## src/rtl/sprite_engine_multi.sv

```systemverilog
// Multi-object sprite renderer: shadow OAM, fixed priority, colour keying,
// sticky bounding-box collision flags, 2-clock pixel pipeline.
//
// Ports:
//   clk, rst_n       pixel clock, synchronous active-low reset
//   video_on, x, y   current pixel from the VGA timing generator
//   frame_start      1-cycle pulse, copies oam_data into shadow OAM
//   oam_data         NUM_SPRITES packed 32-bit OAM entries
//   rom_type/x/y     external sprite ROM address (bank, column, row)
//   rom_color        ROM data, valid one clock after the address
//   coll_clr         clears collision_mask (new overlaps still set)
//   sprite_on, color drawn pixel and its colour (0 when not drawn)
//   collision_mask   sticky per-sprite overlap flags
module sprite_engine_multi #(
    parameter int          NUM_SPRITES = 8,
    parameter int          SPRITE_SIZE = 32,
    parameter int          ROM_AW      = 7,
    parameter logic [11:0] TRANSPARENT = 12'h00F
) (
    input  logic                     clk,
    input  logic                     rst_n,
    input  logic                     video_on,
    input  logic [9:0]               x,
    input  logic [9:0]               y,
    input  logic                     frame_start,
    input  logic [32*NUM_SPRITES-1:0] oam_data,
    output logic [1:0]               rom_type,
    output logic [ROM_AW-1:0]        rom_x,
    output logic [ROM_AW-1:0]        rom_y,
    input  logic [11:0]              rom_color,
    input  logic                     coll_clr,
    output logic                     sprite_on,
    output logic [11:0]              color,
    output logic [NUM_SPRITES-1:0]   collision_mask
);

    localparam int SW = $clog2(SPRITE_SIZE);
    localparam int IW = (NUM_SPRITES > 1) ? $clog2(NUM_SPRITES) : 1;
    localparam logic [10:0] SIZE11 = 11'(SPRITE_SIZE);

    // Shadow OAM and pipeline state
    logic [32*NUM_SPRITES-1:0] shadow_q;
    logic                      s1_hit_q;
    logic                      s2_hit_q;
    logic [1:0]                rom_type_q, rom_type_d;
    logic [ROM_AW-1:0]         rom_x_q, rom_x_d;
    logic [ROM_AW-1:0]         rom_y_q, rom_y_d;
    logic                      sprite_on_q, sprite_on_d;
    logic [11:0]               color_q, color_d;
    logic [NUM_SPRITES-1:0]    coll_q, coll_d;

    // Per-entry hit test against the shadow copy
    logic [NUM_SPRITES-1:0] hit;
    logic [SW-1:0]          dx [NUM_SPRITES];
    logic [SW-1:0]          dy [NUM_SPRITES];
    logic [NUM_SPRITES-1:0] oam_unused;

    for (genvar g = 0; g < NUM_SPRITES; g++) begin : g_hit
        logic [9:0]  px;
        logic [9:0]  py;
        logic        en;
        logic [10:0] x11;
        logic [10:0] y11;
        logic        in_x;
        logic        in_y;

        assign px  = shadow_q[32*g+18 +: 10];
        assign py  = shadow_q[32*g+8 +: 10];
        assign en  = shadow_q[32*g+28];
        assign x11 = {1'b0, x};
        assign y11 = {1'b0, y};

        // 11-bit bounds so a sprite near the right edge never wraps to x=0
        assign in_x = (x11 >= {1'b0, px}) && (x11 < ({1'b0, px} + SIZE11));
        assign in_y = (y11 >= {1'b0, py}) && (y11 < ({1'b0, py} + SIZE11));

        assign hit[g] = video_on & en & in_x & in_y;
        assign dx[g]  = SW'(x - px);
        assign dy[g]  = SW'(y - py);

        assign oam_unused[g] = ^{shadow_q[32*g+31], shadow_q[32*g+6 +: 2]};
    end

    // Lowest index wins
    logic          sel_found;
    logic [IW-1:0] sel_idx;

    always_comb begin
        sel_found = 1'b0;
        sel_idx   = '0;
        for (int i = NUM_SPRITES - 1; i >= 0; i--) begin
            if (hit[i]) begin
                sel_found = 1'b1;
                sel_idx   = IW'(i);
            end
        end
    end

    // Two or more hits: clearing the lowest set bit leaves something
    logic multi_hit;
    assign multi_hit = |(hit & (hit - 1'b1));

    logic [2:0]    sel_row;
    logic [2:0]    sel_col;
    logic [SW+2:0] full_x;
    logic [SW+2:0] full_y;

    always_comb begin
        sel_row = shadow_q[32*sel_idx+3 +: 3];
        sel_col = shadow_q[32*sel_idx +: 3];
        full_x  = {sel_col, dx[sel_idx]};
        full_y  = {sel_row, dy[sel_idx]};

        rom_type_d = rom_type_q;
        rom_x_d    = rom_x_q;
        rom_y_d    = rom_y_q;
        if (sel_found) begin
            rom_type_d = shadow_q[32*sel_idx+29 +: 2];
            rom_x_d    = ROM_AW'(full_x);
            rom_y_d    = ROM_AW'(full_y);
        end
    end

    // Winning sprite's transparent pixel shows background, never a lower entry
    always_comb begin
        sprite_on_d = s2_hit_q && (rom_color != TRANSPARENT);
        color_d     = sprite_on_d ? rom_color : 12'h000;
    end

    // Clear and set on one edge: the new overlap bits survive the clear
    always_comb begin
        coll_d = coll_clr ? '0 : coll_q;
        if (multi_hit) begin
            coll_d = coll_d | hit;
        end
    end

    always_ff @(posedge clk) begin
        if (!rst_n) begin
            shadow_q    <= '0;
            s1_hit_q    <= 1'b0;
            s2_hit_q    <= 1'b0;
            rom_type_q  <= '0;
            rom_x_q     <= '0;
            rom_y_q     <= '0;
            sprite_on_q <= 1'b0;
            color_q     <= '0;
            coll_q      <= '0;
        end else begin
            if (frame_start) begin
                shadow_q <= oam_data;
            end
            s1_hit_q    <= sel_found;
            s2_hit_q    <= s1_hit_q;
            rom_type_q  <= rom_type_d;
            rom_x_q     <= rom_x_d;
            rom_y_q     <= rom_y_d;
            sprite_on_q <= sprite_on_d;
            color_q     <= color_d;
            coll_q      <= coll_d;
        end
    end

    assign rom_type       = rom_type_q;
    assign rom_x          = rom_x_q;
    assign rom_y          = rom_y_q;
    assign sprite_on      = sprite_on_q;
    assign color          = color_q;
    assign collision_mask = coll_q;

endmodule

```

## config.mk

```make
export PLATFORM = sky130hd
export DESIGN_NAME = sprite_engine_multi
export DESIGN_NICKNAME = d
export VERILOG_FILES = /design/src/rtl/sprite_engine_multi.sv
export SDC_FILE = /design/constraint.sdc
export NUM_CORES = 1
export LEC_CHECK = 0
export ABC_AREA = 1
export CAP_MARGIN = 20
export CORE_UTILIZATION = 35
export CTS_CLUSTER_SIZE = 24
export DETAILED_ROUTE_END_ITERATION = 10
export GPL_TIMING_DRIVEN = 0
export PLACE_DENSITY = 0.65
export SETUP_SLACK_MARGIN = 0.5
export SYNTH_ARGS = -nofsm -noshare
export SYNTH_HDL_FRONTEND = slang
export SYNTH_SLANG_ARGS = --single-unit
```

## constraint.sdc

```tcl
create_clock -name clk -period 2.84 [get_ports clk]
set_input_delay 0.426 -clock clk [delete_from_list [all_inputs] [get_ports clk]]
set_output_delay 0.426 -clock clk [all_outputs]
set_load 0.02 [all_outputs]
```

==> results.sh, run 1 <==
export IMPL_rows=83
export IMPL_clock_root_buffer="clkbuf_16"
export IMPL_cp_slowest_cell="dfxtp_4"
export IMPL_cp_common_cell="a21oi_1"
export IMPL_synth_cell_type_count=39
export IMPL_htreeDepth=2
export IMPL_cts_sinks=255
export IMPL_timing_reg2reg_setup_slack_ns=-0.18
export IMPL_synth_edf_count=0
export IMPL_crit_chain="ha_4 -> inv_1 -> ha_1 -> a21oi_1 -> o31ai_1 -> a21oi_1 -> nand4_1 -> nor2_4 -> inv_2 -> nand2_2 -> nand2_4 -> buf_6 -> buf_16 -> buf_8 -> nand3b_1 -> nand3_1 -> a21oi_2 -> nor2_1"
export IMPL_antenna_found_initial=0
export IMPL_cp_buffers_inverters=5
export IMPL_slew_violations=0
export IMPL_start_util_pct=35.5
export IMPL_tightest_slew_ns=1.02
export IMPL_drt_pass1_iter_count=7
export IMPL_dp_slack_ns=-2.13
export IMPL_die_area_mm2=0.0531
export IMPL_synthXorXnorAreaFrac_pct=4.17
export IMPL_violations="setup timing"
export IMPL_p_leak_uw=0.0109
export IMPL_portBuffers=286
export IMPL_globalRouteOverflowTotal=0
export IMPL_worst_slack_ns=-0.175
export IMPL_fin_cells=3694
export IMPL_routabilityCongestion=0.982
export IMPL_fin_skew_ns=0.0255
export IMPL_crit_required_ns=3.29
export IMPL_grt_max_degree=17
export IMPL_synth_nets=3172
export IMPL_dr_total_vias=19500
export IMPL_coreArea_mm2=0.0514
export IMPL_syn_area_per_cell_um2=7.01
export IMPL_vdd_ir_drop_max_uv=309
export IMPL_viasPerCell=5.29
export IMPL_maxCapViolations=0
export IMPL_crit_type="reg -> reg"
export IMPL_synth_area_leaders="dfxtp_1 28%, ha_1 18%, nand2_1 8.6%"
export IMPL_yosysSeqAreaShare_pct=27.9
export IMPL_layout_nets=3557
export IMPL_clk_path_buf_depth=3
export IMPL_areaGrowthSynthToFinish_pct=38.6
export IMPL_synthFlopType="dfxtp_1"
export IMPL_syn_inst=2607
export IMPL_startpoint_type="register"
export IMPL_clock_latency_ns=0.56
export IMPL_synth_area_mm2=0.0183
export IMPL_fin_util_pct=49.3
export IMPL_fp_dieW_um=230
export IMPL_synth_compound_area_share_pct=17.6
export IMPL_first_iter_violations=1695
export IMPL_wire_per_inst_um=19.6
export IMPL_powerDensity_mw_per_mm2=473
export IMPL_critPathArrivalTime_ns=3.47
export IMPL_cpPeakStageDelay_ns=0.36
export IMPL_ant_nets=0
export IMPL_cts_made_buffers=34
export IMPL_synth_top_family_by_area="simple AND/OR/NAND/NOR gates"
export IMPL_synthArstFlopShare_pct=0
export IMPL_synthAdderAreaFrac_pct=19.3
export IMPL_layout_drive_gt1_share_pct=14.4
export IMPL_diodes=0
export IMPL_hpwl_mm=54.6
export IMPL_hold_viol=0
export IMPL_fmax_mhz=332
export IMPL_ys_ff_latch=255
export IMPL_die_y_um=230
export IMPL_crit_fanout=6
export IMPL_cp_end_kind="register"
export IMPL_grt_pass1_wl_mm=107
export IMPL_setup_viol=24
export IMPL_slew_headroom_pct=32.3
export IMPL_fin_crit_sh_pct=106
export IMPL_cts_tree="done"
export IMPL_cp_top_family="simple AND/OR/NAND/NOR gates"
export IMPL_period_needed_ns=3.02
export IMPL_rsz0062_at_grt="true"
export IMPL_synthMuxAreaShare_pct=0
export IMPL_path_clk_slew_ns=0.07
export IMPL_dp_cells=3578
export IMPL_fill_cells=5092
export IMPL_wl_mm=72.5
export IMPL_io_pins=330
export IMPL_min_path_type="in -> reg"
export IMPL_yosysTopAreaCell="dfxtp_1"
export IMPL_synth_simple_area_share_pct=22.3
export IMPL_grt_pass1_vias=18600
export IMPL_grtUsageTotal_pct=26.5
export IMPL_synth_top_area_share_pct=27.9
export IMPL_ys_warn_count=0
export IMPL_status="complete, but fails checks"
export IMPL_drc=0
==> Yosys cell counts, types with 3 or more instances <==
library cell	count
o21ai_0	294
fa_1	16
inv_1	301
a21oi_1	284
buf_4	5
xor2_1	50
nor2_1	289
nand2_1	417
o2111ai_1	5
dfxtp_1	255
clkbuf_1	79
nand3_1	176
buf_6	4
o31ai_1	9
o21a_1	11
a211oi_1	4
buf_2	13
nor3_1	16
xnor2_1	37
buf_1	3
nand3b_1	22
a21o_1	6
ha_1	256
nor4_1	8
nand2_2	3
nand4_1	25
==> stage by stage <==
stage               setup TNS, ns  power [uW]  hold WS [ns]  cell area (um2)
detailed placement         -72.75        7050         0.419            22200
floorplan                       0        5840         0.390            18300
finish                      -3.24       12000         0.431            25300
CTS                         -1.07       11800         0.416            24500
global route                -5.49       12500         0.446            25300
global placement           -78.05        7000         0.420            22100
==> layer usage <==
| layer | vias up | global-route usage [%] | wire, um |
|---|---|---|---|
| met5 | - | 0 | 0 |
| met4 | 0 | 12.0 | 3230 |
| met3 | 145 | 4.24 | 5660 |
| met2 | 814 | 42.6 | 32600 |
| met1 | 9115 | 34.7 | 31100 |
| li1 | 9466 | - | - |
==> placed cells by master (no fill, tap or decap), drive strengths merged, types with 4 or more instances in the layout <==
master	netlist	layout
nand4	25	25
clkdlybuf4s15	0	6
a211oi	4	4
buf	25	97
nor3	17	17
fa	16	16
xnor2	37	37
o31ai	9	9
inv	301	298
xor2	50	50
a21o	6	6
o21a	11	11
nand2	420	421
clkinv	2	8
nor2	293	293
nor4	8	8
bufinv	0	4
clkbuf	80	130
clkdlybuf4s50	0	266
o2111ai	5	5
ha	256	256
a21oi	284	284
clkinvlp	0	5
nand3b	22	22
o21ai	296	296
dfxtp	255	255
nand3	177	177
==> cells by family after synthesis <==
kind of cell	Yosys count
adders and majority gates	272
buffers and inverters	408
xor gates and xnor gates	87
and+or+nand+nor	965
AOI/OAI and AO/OA	620
DFF	255
==> where the power goes <==
part | switching, uW | internal (uW)
registers | 185 | 3820
clock network | 1770 | 2790
logic | 1970 | 1420
==> flip-flops by register name, indices dropped and copies added, names as in the netlist <==
register and cells:
shadow_q 216, s2_hit_q 1, sprite_on 1, rom_type 2
rom_y 7, rom_x 7, color 12, s1_hit_q 1
collision_mask 8
==> layout make-up <==
| type | count | area (um2) | area share, % |
|---|---|---|---|
| timing repair buffer | 348 | 3550 | 14.0 |
| clock buffer | 46 | 987 | 3.90 |
| inverter | 303 | 1160 | 4.57 |
| multi-input combinational | 1945 | 12800 | 50.4 |
| sequential | 255 | 5190 | 20.5 |
| clock inverter | 12 | 166 | 0.657 |
| tap | 680 | 851 | 3.36 |
| buffer | 105 | 652 | 2.57 |
==> worst paths after layout <==
| check | cells after the start | startpoint | to |
|---|---|---|---|
| worst max-delay path | 18 | shadow_q[87] | rom_x[1] |
| worst max register to register | 18 | shadow_q[87] | rom_x[1] |
| worst min register to register | 2 | s1_hit_q | s2_hit_q |
| worst min-delay path | 3 | rom_color[10] | color[10] |
==> worst reg2reg max path: stages (launching register included) <==
cell      delay, ns
dfxtp_4        0.36
ha_4           0.25
inv_1          0.03
ha_1           0.29
a21oi_1        0.16
o31ai_1        0.11
a21oi_1        0.17
nand4_1        0.22
nor2_4         0.24
inv_2          0.07
nand2_2        0.09
nand2_4        0.09
buf_6          0.14
buf_16         0.13
buf_8          0.13
nand3b_1       0.10
nand3_1        0.10
a21oi_2        0.20
nor2_1         0.06
==> timing repair <==
action,CTS,global route
pin swaps,66,103
setup endpoints to repair,165,34
resized for setup,266,222
hold buffers,0,0
cloned,6,3
setup buffers,46,3
endpoints found under the hold margin,0,0
Note: power is estimated with default switching activity, not from simulation.
==> run 2, diff against run 1 <==
Settings changed: PLACE_DENSITY 0.65 to default.
==> run 2 against run 1 <==
Compared with the run above:
- the flow still finishes with violations (setup timing)
- core utilization rose by 0.17 points
- fmax fell by 0.64%
- sequential power barely moved
- global-route usage up 0.37 points
- setup slack got worse by 0.019 ns
- largest power group is now registers
- highest routed layer unchanged
==> results.sh, run 2 (synthesized netlist as in run 1, its figures left out) <==
export IMPL_wire_per_inst_um=19.9
export IMPL_layout_commonest_cell="nand2_1"
export IMPL_globalRouteOverflowTotal=0
export IMPL_p_total_uw=11500
export IMPL_antenna_found_initial=0
export IMPL_maxCapViolations=0
export IMPL_crit_type="reg -> reg"
export IMPL_reg2reg_depth=22
export IMPL_crit_required_ns=3.37
export IMPL_cts_sinks=255
export IMPL_status="complete, but fails checks"
export IMPL_die_y_um=230
export IMPL_start_util_pct=35.5
export IMPL_cts_tree="done"
export IMPL_clk_path_buf_depth=3
export IMPL_clock_latency_ns=0.60
export IMPL_clock_root_buffer="clkbuf_16"
export IMPL_critPathArrivalTime_ns=3.57
export IMPL_startpoint_type="register"
export IMPL_first_iter_violations=1186
export IMPL_cts_made_buffers=30
export IMPL_coreArea_mm2=0.0514
export IMPL_min_path_type="in -> reg"
export IMPL_hold_viol=0
export IMPL_worst_slack_ns=-0.195
export IMPL_rsz0062_at_grt="true"
export IMPL_areaGrowthSynthToFinish_pct=39.1
export IMPL_drc=0
export IMPL_tightest_slew_ns=0.908
export IMPL_viasPerCell=5.19
export IMPL_timing_reg2reg_setup_slack_ns=-0.19
export IMPL_routabilityCongestion=0.971
export IMPL_reg2reg_from="shadow_q[141]"
export IMPL_portBuffers=286
export IMPL_powerDensity_mw_per_mm2=451
export IMPL_hold_slack_ns=0.399
export IMPL_wl_mm=73.9
export IMPL_layout_common_cells="369 x nand2_1, 283 x inv_1, 274 x o21ai_0, 269 x nor2_1, 266 x clkdlybuf4s50_1"
export IMPL_die_area_mm2=0.0531
export IMPL_path_clk_slew_ns=0.06
export IMPL_fin_skew_ns=0.0206
export IMPL_dr_total_vias=19300
export IMPL_grt_max_degree=17
export IMPL_cp_end_kind="register"
export IMPL_layout_drive_gt1_share_pct=14.5
export IMPL_vdd_ir_drop_max_uv=450
export IMPL_grtUsageTotal_pct=26.9
export IMPL_fp_dieW_um=230
export IMPL_slew_violations=0
export IMPL_whs_path_depth=3
export IMPL_drt_pass1_iter_count=7
export IMPL_grt_pass1_vias=18600
export IMPL_htreeDepth=1
export IMPL_setup_viol=24
export IMPL_rows=83
export IMPL_largest_register_ffs=216
export IMPL_io_pins=330
export IMPL_slew_headroom_pct=39.5
export IMPL_grt_pass1_wl_mm=108
export IMPL_ant_nets=0
export IMPL_cts_hold_fix_buffers=0
export IMPL_p_leak_uw=0.0108
export IMPL_layout_nets=3574
export IMPL_crit_fanout=5
export IMPL_rr_endpoint="rom_y[2]"
export IMPL_hpwl_mm=56.9
export IMPL_hp_start="rom_color[4]"
export IMPL_fmax_mhz=330
export IMPL_fin_crit_sh_pct=107
export IMPL_violations="setup timing"
export IMPL_diodes=0
export IMPL_hold_end="color[4]"
export IMPL_period_needed_ns=3.03
export IMPL_largest_register="shadow_q"
run 2: cell count changes in the layout (fill, tap and decap cells not counted), moves of 6 or more:
cell and delta:
nand2_2 +26, nand2_1 -17, nand3_2 -13, nand3_1 +11, nand2_4 -9, buf_6 +8, buf_2 -6, clkbuf_16 -6
clkdlybuf4s15_2 +6, ha_1 +6
run 2: worst max-delay path, cell delays in order (launching register included):
cell and delay (ns):
dfxtp_4 0.36, ha_4 0.26, inv_2 0.04, ha_4 0.26, inv_2 0.02, or2_1 0.21, o21a_1 0.18, nor2_1 0.10
nor2_1 0.05, nand2_1 0.08, nor2_2 0.05, nand2_2 0.15, buf_6 0.13, nand2_4 0.05, nor3_4 0.24, nor2_4 0.08
buf_12 0.15, buf_12 0.15, nand3_4 0.11, nand2_2 0.07, nand2_2 0.06, nand2_1 0.05, nor2_1 0.10
run 2: how the worst max path moves through the flow:
stage	from	to	slack, ns	cells after the start
after detailed placement	x[1]	rom_y[2]	-2.40	24
after CTS	shadow_q[142]	rom_y[2]	-0.14	22
after global placement	x[1]	rom_y[2]	-2.46	24
final	shadow_q[141]	rom_y[2]	-0.19	22
after floorplan	y[1]	rom_y[3]	0.17	25
after global routing	shadow_q[247]	rom_x[4]	-0.31	25
run 2: final cells by class:
cell class / count / area, um2
well taps: 680 / 851
fillers: 5048 / 26000
repair buffers: 369 / 3900
multi-input cells: 1945 / 12700
flip-flops and latches: 255 / 5190
inverters: 303 / 1160
clock inverters: 13 / 140
plain buffers: 105 / 633
clock buffers: 43 / 870
run 2: power by group:
group          switching [uW]  total (uW)  internal (uW)
Clock                    1670        3980           2310
Combinational            1980        3450           1470
Sequential                206        4030           3820
run 2: per-stage QoR:
stage | setup TNS (ns) | setup slack [ns] | instances | area [um2] | utilization (%)
finish | -2.19 | -0.195 | 3713 | 25400 | 49.4
global route | -5.87 | -0.312 | 3713 | 25400 | 49.4
CTS | -1.49 | -0.139 | 3697 | 24600 | 47.8
detailed placement | -87.92 | -2.40 | 3582 | 22300 | 43.4
global placement | -78.43 | -2.46 | 3573 | 22100 | 42.9
floorplan | 0 | 0.171 | 2607 | 18300 | -
run 2: timing repair:
item	in CTS	in global routing
pin swaps	79	102
gates resized for setup	264	192
buffers inserted	55	13
setup endpoints to repair	165	25
cloned	4	3
run 2: layer usage:
layer / up-vias / share of wire [%] / wire, um / GRT usage [%]
met5: - / 0 / 0 / 0
met4: 0 / 3.0 / 2200 / 7.14
met3: 116 / 6.3 / 4690 / 3.08
met2: 638 / 45 / 33500 / 45.0
met1: 9010 / 45 / 33500 / 36.4
li1: 9505 / - / - / -
